===== config.mk =====
export PLATFORM = sky130hd
export DESIGN_NAME = wavepool_rf8_ctrl
export DESIGN_NICKNAME = d
export VERILOG_FILES = /design/src/rtl/wavepool_rf8_ctrl.sv
export SDC_FILE = /design/constraint.sdc
export NUM_CORES = 1
export LEC_CHECK = 0
export CAP_MARGIN = 10
export CORE_ASPECT_RATIO = 0.8
export CORE_UTILIZATION = 47
export CTS_CLUSTER_SIZE = 28
export DETAILED_ROUTE_END_ITERATION = 8
export GPL_TIMING_DRIVEN = 0
export HOLD_SLACK_MARGIN = 0.02
export PLACE_DENSITY = 0.92
export SLEW_MARGIN = 10
export SYNTH_ARGS = -nofsm -noshare
export SYNTH_HDL_FRONTEND = slang
export SYNTH_SLANG_ARGS = --single-unit

===== constraint.sdc =====
create_clock -name clk -period 3.2 [get_ports clk]
set_clock_uncertainty 0.1 [all_clocks]
set_input_delay 0.64 -clock clk [delete_from_list [all_inputs] [get_ports clk]]
set_output_delay 0.64 -clock clk [all_outputs]
set_load 0.01 [all_outputs]

===== src/rtl/wavepool_rf8_ctrl.sv =====
// wavepool_rf8_ctrl: 8x64 RF controller with round-robin write arbitration, post-reset clear and registered reads.
// Define WAVEPOOL_RF8_WR_BYPASS_EN to forward same-cycle write data to a colliding read.
module wavepool_rf8_ctrl #(
  parameter int DW = 64,
  parameter int AW = 3
) (
  input  logic          clk,
  input  logic          rst,
  input  logic          clr_req,
  output logic          busy,
  input  logic          wa_req,
  input  logic [AW-1:0] wa_addr,
  input  logic [DW-1:0] wa_data,
  output logic          wa_ack,
  input  logic          wb_req,
  input  logic [AW-1:0] wb_addr,
  input  logic [DW-1:0] wb_data,
  output logic          wb_ack,
  input  logic          rd_req,
  input  logic [AW-1:0] rd_addr,
  output logic          rd_valid,
  output logic [DW-1:0] rd_data,
  output logic          rf_wr_en,
  output logic [AW-1:0] rf_wr_addr,
  output logic [DW-1:0] rf_wr_data,
  output logic [AW-1:0] rf_rd_addr,
  input  logic [DW-1:0] rf_rd_data
);
  typedef enum logic {CLEAR, RUN} state_t;
  state_t        state_q, state_d;
  logic [AW-1:0] clr_cnt_q, clr_cnt_d, wr_addr_q;
  logic [DW-1:0] wr_data_q, rd_data_q, rd_fwd;
  logic          rr_ptr_q, rr_ptr_d, rd_valid_q;
  logic          clearing, run, gnt_a, gnt_b, rd_fire;

  always_ff @(posedge clk) begin
    if (rst) begin
      state_q   <= CLEAR;
      clr_cnt_q <= '0;
      rr_ptr_q  <= 1'b0;
    end else begin
      state_q   <= state_d;
      clr_cnt_q <= clr_cnt_d;
      rr_ptr_q  <= rr_ptr_d;
    end
  end

  always_comb begin
    state_d   = state_q;
    clr_cnt_d = clr_cnt_q;
    if (clr_req) begin
      state_d   = CLEAR;
      clr_cnt_d = '0;
    end else if (state_q == CLEAR) begin
      clr_cnt_d = clr_cnt_q + 1'b1;
      state_d   = &clr_cnt_q ? RUN : CLEAR;
    end
  end

  // rr_ptr: 0 favours A, 1 favours B; it only flips when both contend.
  assign clearing = !rst && state_q == CLEAR;
  assign run      = !rst && state_q == RUN;
  assign gnt_a    = run && wa_req && (!wb_req || !rr_ptr_q);
  assign gnt_b    = run && wb_req && (!wa_req || rr_ptr_q);
  assign rr_ptr_d = (run && wa_req && wb_req) ? ~rr_ptr_q : rr_ptr_q;

  always_comb begin
    busy       = rst || state_q == CLEAR;
    wa_ack     = gnt_a;
    wb_ack     = gnt_b;
    rf_wr_en   = clearing || gnt_a || gnt_b;
    rf_wr_addr = clearing ? clr_cnt_q : gnt_a ? wa_addr : gnt_b ? wb_addr : wr_addr_q;
    rf_wr_data = clearing ? '0 : gnt_a ? wa_data : gnt_b ? wb_data : wr_data_q;
    rf_rd_addr = rd_addr;
    rd_valid   = !rst && rd_valid_q;
    rd_data    = rst ? '0 : rd_data_q;
  end

  assign rd_fire = rd_req && !busy;
`ifdef WAVEPOOL_RF8_WR_BYPASS_EN
  assign rd_fwd = (rf_wr_en && rf_wr_addr == rd_addr) ? rf_wr_data : rf_rd_data;
`else
  assign rd_fwd = rf_rd_data;
`endif

  always_ff @(posedge clk) begin
    if (rst) begin
      rd_valid_q <= 1'b0;
      rd_data_q  <= '0;
      wr_addr_q  <= '0;
      wr_data_q  <= '0;
    end else begin
      rd_valid_q <= rd_fire;
      if (rd_fire) rd_data_q <= rd_fwd;
      if (rf_wr_en) begin
        wr_addr_q <= rf_wr_addr;
        wr_data_q <= rf_wr_data;
      end
    end
  end
endmodule


==> results of run 1 <==
==> layout by cell type (no fill, tap or decap), types with 2 or more instances in the layout <==
master / netlist / routed
clkdlybuf4s50_1: 0 / 277
dfxtp_1: 137 / 136
o21ai_0: 123 / 121
nor2b_1: 70 / 70
and2_1: 68 / 68
nand2_1: 67 / 67
nor2_4: 60 / 61
a211oi_2: 60 / 60
o22ai_1: 56 / 56
dlygate4sd2_1: 0 / 53
mux2_4: 49 / 49
buf_4: 7 / 22
clkbuf_16: 0 / 17
mux2_2: 15 / 15
clkbuf_1: 27 / 14
buf_6: 10 / 12
clkbuf_2: 2 / 11
o21ai_1: 8 / 10
a21oi_1: 9 / 9
dlymetal6s2s_1: 0 / 9
o22ai_2: 8 / 8
buf_12: 7 / 7
nor2_1: 8 / 7
buf_2: 19 / 5
buf_8: 5 / 5
clkbuf_4: 0 / 4
nand2b_1: 4 / 4
a211oi_1: 4 / 4
inv_6: 0 / 4
inv_8: 0 / 4
inv_1: 3 / 3
nor3_1: 3 / 3
o32ai_1: 3 / 3
clkinv_4: 0 / 3
a221oi_2: 0 / 2
mux2i_1: 2 / 2
ha_1: 2 / 2
clkinvlp_4: 0 / 2
==> kinds of logic (layout without fill, tap and decap cells) <==
kind of cell / Yosys count / after routing / synth area share, %
AND/OR/NAND/NOR: 287 / 287 / 23.4
buffers and inverters: 81 / 456 / 7.31
other: 0 / 1 / 0
AO/OA/AOI/OAI: 275 / 275 / 24.3
multiplexers: 66 / 66 / 11.2
XOR/XNOR: 1 / 1 / 0.106
flip-flops: 137 / 137 / 33.3
adder cells (fa/ha/maj): 2 / 2 / 0.304
==> power by group through the flow <==
stage | registers (mW) | clock network (mW) | logic, mW
floorplan | 1.75 | 0 | 0.109
global placement | 1.75 | 0 | 0.436
detailed placement | 1.75 | 0 | 0.442
CTS | 1.71 | 2.00 | 0.452
global route | 1.71 | 2.08 | 0.481
finish | 1.71 | 1.97 | 0.455
==> how the worst max path moves through the flow <==
stage,from,to,slack [ns],cells past startpoint
3_3_place_gp,rst,rf_wr_data[60],-0.78,6
4_1_cts,rst,rf_wr_data[60],0.006,8
3_5_place_dp,rst,rf_wr_data[60],-0.79,6
6_report,rst,rf_wr_data[60],0.06,9
5_1_grt,rst,rf_wr_data[60],-0.004,9
2_1_floorplan,wa_req,rf_wr_data[48],0.70,8
==> stage by stage <==
stage	power (mW)	util (%)	instance area (um^2)	std cells
floorplan	1.86	-	8230	849
CTS	4.16	74.6	12500	1444
finish	4.14	74.9	12600	1445
global route	4.27	74.9	12600	1445
global placement	2.18	70.9	11900	1410
detailed placement	2.19	70.9	11900	1410
==> metal layers <==
metal	GRT usage [%]	vias up	part of all wire (%)
met5	0	-	0
met4	10.5	0	2.5
met3	8.38	50	8.5
met2	53.0	368	50
met1	34.5	3777	39
li1	-	3736	-
==> critical path, cell delays in order <==
cell             delay, ns
clkdlybuf4s15_2       0.29
nor2b_1               0.08
buf_6                 0.15
nand3_4               0.13
buf_6                 0.18
buf_4                 0.20
nand2_1               0.08
a211oi_2              0.32
dlygate4sd2_1         0.32
==> cell usage after synthesis (2+ instances only) <==
library cell    n  share of area (%)
a211oi_1        4               0.36
a211oi_2       60                9.1
a21oi_1         9               0.55
a221oi_1        3               0.32
and2_1         68                5.2
buf_12          7                1.7
buf_2          19                1.2
buf_4           7               0.64
buf_6          10                1.4
buf_8           5               0.91
clkbuf_1       27                1.2
clkbuf_2        2               0.12
dfxtp_1       137                 33
ha_1            2               0.30
inv_1           3               0.14
mux2_2         15                2.1
mux2_4         49                8.9
mux2i_1         2               0.24
nand2_1        67                3.1
nand2b_1        4               0.30
nor2_1          8               0.36
nor2_4         60                8.2
nor2b_1        70                5.3
nor3_1          3               0.18
o21ai_0       123                7.5
o21ai_1         8               0.49
o22ai_1        56                4.3
o22ai_2         8                1.2
o32ai_1         3               0.32
==> area by class of cell <==
type                       count  area share (%)
tap                          220            2.19
inverter                       4           0.119
buffer                        77            5.23
antenna                        1          0.0199
multi-input combinational    631            39.1
sequential                   137            21.8
clock buffer                  18            3.49
clock inverter                14            1.20
timing repair buffer         343            26.8
==> flip-flops by register name, indices dropped and copies added (netlist names) <==
name        cells
rr_ptr_q        1
wr_addr_q       3
rd_valid_q      1
wr_data_q      64
state_q         1
rd_data_q      64
clr_cnt_q       3
==> timing repair <==
item,CTS,global route
pin swaps,2,1
hold buffers,0,0
resized for setup,95,23
buffers inserted,2,0
setup endpoints to repair,78,16
==> metrics.md, run 1 <==
| Metric | Value |
|---|---|
| Cells on worst reg2reg path | `6` |
| Final min period | `roughly 3.1 ns` |
| Worst hold path startpoint | `wr_data_q[46]` |
| Number of top-level pins | `roughly 350` |
| Worst Tran Pin Value | `0.553 ns` |
| H-Tree Level Count | `4` |
| Internal power | `roughly 3.1 mW` |
| CP Class | `in -> out` |
| Reg2reg start | `state_q` |
| CP endpoint kind | `primary output` |
| Sequential cell area | `approximately 2700 um^2` |
| Maxcap violations | `0` |
| IR drop worst, VDD | `approximately 0.0004 V` |
| Outcome | `finished clean` |
| Worst min path class | `reg -> reg` |
| Synth warn | `0` |
| Worst hold path cell count | `2` |
| WP data required | `approximately 2.5 ns` |
| Clock network power share | `47.7%` |
| RSZ-0062 raised after global routing | `true` |
| Dpl ws | `-0.791 ns` |
| Routed Antenna Nets | `0` |
| Comb pwr share | `around 11%` |
| DR pass1 iterations | `5` |
| Initial antenna violation count | `1` |
| Fraction of layout cells with a size suffix above 1 | `24.7%` |
| Syn_nets | `between 1000 and 1500` |
| Pwr dens | `about 330 nW/um^2` |
| Psw | `around 1.0 mW` |
| Nets@finish | `1420` |
| Crit path max fanout | `10` |
| Worst Hold Path EP | `wr_data_q[46]` |
| Initial drt markers | `between 400 and 500` |
| Worst reg2reg setup slack | `around 1.4 ns` |
| Final TNS setup | `0 ns` |
| Reg power frac | `between 40% and 50%` |
| Final hold vios | `0` |
| #FFs+latches synth | `137` |
| CTS Root Cell | `clkbuf_16` |
| GP Congestion | `0.893` |
| Post-synth EDFFs | `0` |
| Cell Area, Synth | `8230 um^2` |
| Clock Latency Late Sink | `roughly 0.42 ns` |
| Die Y | `between 100 and 150 um` |
| Buffers on Ports | `between 300 and 400` |
| Syn_area_per_cell | `roughly 9.7 um^2` |
| Final setup fails | `0` |
| DP HPWL | `around 20 mm` |
| Starting Density | `48.9%` |
| Sequential share of the synthesized area | `33.3%` |
| Sw Ratio | `between 20% and 30%` |
| Post-synthesis cell count | `about 850` |
| Slew headroom | `a little over three fifths` |
| Total GRT Usage | `30.0%` |
| Sink Count | `about 140` |
| Max Freq | `0.318 GHz` |
| Clk buf depth | `2` |
| Leak | `~4.8 nW` |
| Vias in the first global route | `about 8100` |
| Multi-input logic area | `about 4900 um^2` |
| Filler cell count in the final layout | `about 1200` |
| Most common flop cell mapped by yosys | `dfxtp_1` |
| Critical path arrival | `between 2 and 2.5 ns` |
| WL per Instance | `between 15 and 20 um` |
| Core Area | `~17000 um^2` |
| Via count | `a little under 8000` |
| Global-route wire length before repair | `42.1 mm` |
| Congestion Overflow GR | `0` |
| Drt total wl | `27.2 mm` |
| Slew Limit Fails | `0` |
| TritonCTS Buffers | `17` |
| Die X | `approximately 150 um` |
| Hold slack | `about 0.38 ns` |
| CP Launch Type | `primary input` |
| Vias/cell | `5.49` |
| Largest net degree at the start of global routing | `17` |
| Synth cell types | `39` |
| DRC | `0` |
| Syn-to-layout area delta | `53.1%` |
| Num rows | `42` |
| Async SR Flop Fraction | `0%` |
| FF-to-FF End | `rd_data_q[49]` |
| Final period util | `roughly 98%` |
| Die footprint | `between 15000 and 20000 um^2` |
| Final setup margin | `about 0.057 ns` |
| TritonCTS clock tree | `built` |
| Clock transition at the registers of the reported paths | `roughly 0.060 ns` |
Note: power is estimated with default switching activity, not from simulation.
==> run 2, diff against run 1 <==
--- a/config.mk
+++ b/config.mk
@@ -5,14 +5,15 @@
 export SDC_FILE = /design/constraint.sdc
 export NUM_CORES = 1
 export LEC_CHECK = 0
+export ABC_AREA = 1
 export CAP_MARGIN = 10
-export CORE_ASPECT_RATIO = 0.8
-export CORE_UTILIZATION = 47
+export CORE_AREA = 2 2 136 138
 export CTS_CLUSTER_SIZE = 28
 export DETAILED_ROUTE_END_ITERATION = 8
+export DIE_AREA = 0 0 138 140
 export GPL_TIMING_DRIVEN = 0
 export HOLD_SLACK_MARGIN = 0.02
-export PLACE_DENSITY = 0.92
+export PLACE_DENSITY = 0.82
 export SLEW_MARGIN = 10
 export SYNTH_ARGS = -nofsm -noshare
 export SYNTH_HDL_FRONTEND = slang
==> run 2 against run 1 <==
  * Final cell count up 15%
  * Power decreased by 4.4%
  * Clock-buffer cell count stayed put
  * Setup slack improved by 0.027 ns
  * Die area is 7.1% higher
  * Register-to-register slack lost 0.44 ns
  * Via count down 0.91%
  * Combinational power shrank 15%
  * Critical path type is now reg -> out
==> metrics.md, run 2 <==
| Metric | Value |
|---|---|
| Outcome | `finished clean` |
| Sequential cell area | `2750 um^2 (about the same)` |
| Most common cell after layout, fill and taps aside | `clkdlybuf4s50_1` |
| Starting Density | `37.7% (-11 points)` |
| Initial drt markers | `386 (-8.3%)` |
| Congestion Overflow GR | `0 (unchanged)` |
| Filler cell count in the final layout | `1585 (+32%)` |
| #FFs+latches synth | `137 (unchanged)` |
| Num rows | `49 (+17%)` |
| Clock Latency Late Sink | `0.41 ns (about the same)` |
| CP Class | `reg -> out` |
| Most frequent cell after synthesis | `nand2_1` |
| DR pass1 iterations | `5 (unchanged)` |
| Syn-to-layout area delta | `67.5%` |
| CP Launch Type | `flip-flop` |
| Initial antenna violation count | `2 (+1)` |
| Routed Antenna Nets | `0 (unchanged)` |
| Crit path max fanout | `10 (unchanged)` |
| Finished Core Util | `63.2% (-12 points)` |
| Global-route wire length before repair | `38.6 mm (-8.2%)` |
| CTS Root Cell | `clkbuf_16` |
| Via count | `7859 (-0.91%)` |
| Most common flop cell mapped by yosys | `dfxtp_1` |
| Worst Tran Pin Value | `0.613 ns (+0.0608 ns)` |
| Nets@finish | `1626 (+15%)` |
| Vias/cell | `4.73 (-14%)` |
| RSZ-0062 raised after global routing | `true` |
| Crit path max-delay cell type | `clkdlybuf4s50_1` |
| Area leader, netlist | `dfxtp_1` |
| DRC | `0 (unchanged)` |
| Largest net degree at the start of global routing | `17 (unchanged)` |
| Critical path arrival | `2.38 ns (-0.02 ns)` |
| Clk buf depth | `2 (unchanged)` |
| Synth top area cells | `dfxtp_1 (41%), nand2_1 (16%), inv_1 (11%), nor2_1 (7.6%), o31ai_1 (7.2%)` |
| Core Area | `17800 um^2 (+5.7%)` |
| Final setup fails | `0 (unchanged)` |
| Final period util | `97.4% (-0.86 points)` |
| Buffers on Ports | `342 (+0.29%)` |
| Multi-input logic area | `2860 um^2 (-42%)` |
| Final hold vios | `0 (unchanged)` |
| Max Freq | `0.321 GHz (+0.88%)` |
| WL per Instance | `14.8 um (-21%)` |
| Area share of the largest cell type after synthesis | `40.9% (+7.6 points)` |
| Commonest cells post-synth | `nand2_1 (279), inv_1 (205), dfxtp_1 (137)` |
| Commonest non-fill, non-tap cells in the layout | `clkdlybuf4s50_1 (301), nand2_1 (278), inv_1 (204), dfxtp_1 (136), nor2_1 (134)` |
| Pwr dens | `352 nW/um^2 (+7.2%)` |
| Syn_nets | `1257 (+19%)` |
| TritonCTS Buffers | `17 (unchanged)` |
| Sink Count | `137 (unchanged)` |
| Maxcap violations | `0 (unchanged)` |
| Sequential share of the synthesized area | `40.9% (+7.6 points)` |
| CP most frequent cell | `nand2_1` |
| CP max stage delay | `0.52 ns (+0.20 ns)` |
| Post-synthesis cell count | `1048 (+23%)` |
| Synth cell types | `20 (-49%)` |
| Die footprint | `19300 um^2 (+7.1%)` |
| Post-place instance area | `10400 um^2 (-13%)` |
| CP endpoint kind | `primary output` |
| Largest regs | `rd_data_q x64, wr_data_q x64` |
| Hold slack | `0.374 ns (-0.00580 ns)` |
| Cell Area, Synth | `6710 um^2 (-18%)` |
| Async SR Flop Fraction | `0% (unchanged)` |
| Clock transition at the registers of the reported paths | `0.06 ns (about the same)` |
| Number of top-level pins | `346 (unchanged)` |
| Final instance area | `11200 um^2 (-11%)` |
| Die X | `138 um (-8.0%)` |
| Syn_area_per_cell | `6.40 um^2 (-34%)` |
| TritonCTS clock tree | `built` |
| H-Tree Level Count | `4 (unchanged)` |
| Drt total wl | `24.5 mm (-9.8%)` |
| Post-synth EDFFs | `0 (unchanged)` |
| WP data required | `2.46 ns (about the same)` |
| IR drop worst, VDD | `0.000345 V (-14%)` |
| Leak | `5.80 nW (+21%)` |
| Worst min path class | `reg -> reg` |
| DP HPWL | `18.3 mm (-9.2%)` |
| Total GRT Usage | `24.8% (-5.2 points)` |
| Synth warn | `0 (unchanged)` |
| Final min period | `3.12 ns (-0.0275 ns)` |
| Die Y | `140 um (+16%)` |
| Slew Limit Fails | `0 (unchanged)` |
| Slew headroom | `59.1% (-4.1 points)` |
| Fraction of layout cells with a size suffix above 1 | `7.76% (-17 points)` |
| Hold_buf cts | `0 (unchanged)` |
| CP cell instances | `inv_2, nor2_4, nand3_4, inv_4, buf_12, buf_8, nand2_1, nand3_1, nand2_1, inv_1, clkdlybuf4s50_1` |
| Vias in the first global route | `7627 (-5.7%)` |
| GP Congestion | `0.896 (+0.37%)` |
[run 2: logic make-up after synthesis]
logic type / after synthesis / synth area share, %
and+or+nand+nor: 493 / 29.4
buffers and inverters: 281 / 16.8
DFF: 137 / 40.9
AOI/OAI and AO/OA: 133 / 12.3
xor gates and xnor gates: 2 / 0.261
adders and majority gates: 2 / 0.373
[run 2: report_power, final]
group	switching (mW)	internal, mW	total [mW]
registers	0.00121	1.71	1.71
clock network	0.787	1.07	1.86
logic	0.136	0.252	0.388
[run 2: path summary, 6_finish.rpt]
path / endpoint / startpoint / slack [ns] / depth (start not counted)
worst min register to register: rd_data_q[63] / rd_data_q[63] / 0.37 / 2
worst max register to register: rd_data_q[2] / state_q / 0.96 / 12
worst min-delay path: rd_data_q[63] / rd_data_q[63] / 0.37 / 2
worst max-delay path: rf_wr_data[61] / state_q / 0.08 / 11
[run 2: per-stage QoR]
stage,power [mW],cells,setup TNS [ns],setup WS [ns]
finish,3.95,1660,0,0.0845
global placement,2.12,1619,-67.74,-0.816
CTS,3.98,1658,-0.00416,-0.00392
floorplan,1.83,1048,0,0.828
detailed placement,2.12,1619,-70.02,-0.806
global route,4.10,1660,-0.0282,-0.00830
[run 2: layout make-up]
cell class	count	share of cell area [%]
timing repair buffer	351	31.5
multi-input combinational	630	25.5
sequential	137	24.4
inverter	207	6.96
buffer	73	4.05
clock buffer	18	3.82
tap	229	2.55
clock inverter	14	1.12
antenna	1	0.0223
[run 2: critical path, delay by kind of cell, from the launching register on]
family | cells | cell delay [ns]
flip-flops | 1 | 0.39
buffers and inverters | 6 | 1.00
AND/OR/NAND/NOR | 5 | 0.54
[run 2: timing repair]
action / CTS / global route
setup endpoints to repair: 135 / 62
buffers inserted: 8 / 1
gates cloned: 0 / 0
gates resized for setup: 62 / 49
pin swaps: 3 / 1
[run 2: routing by layer]
metal  GRT usage, %  part of all wire (%)  vias up
met4           10.4                   3.0        2
met5              0                 0.053        -
li1               -                     -     3929
met3           8.27                   8.5       55
met1           28.5                    40     3540
met2           42.5                    48      333
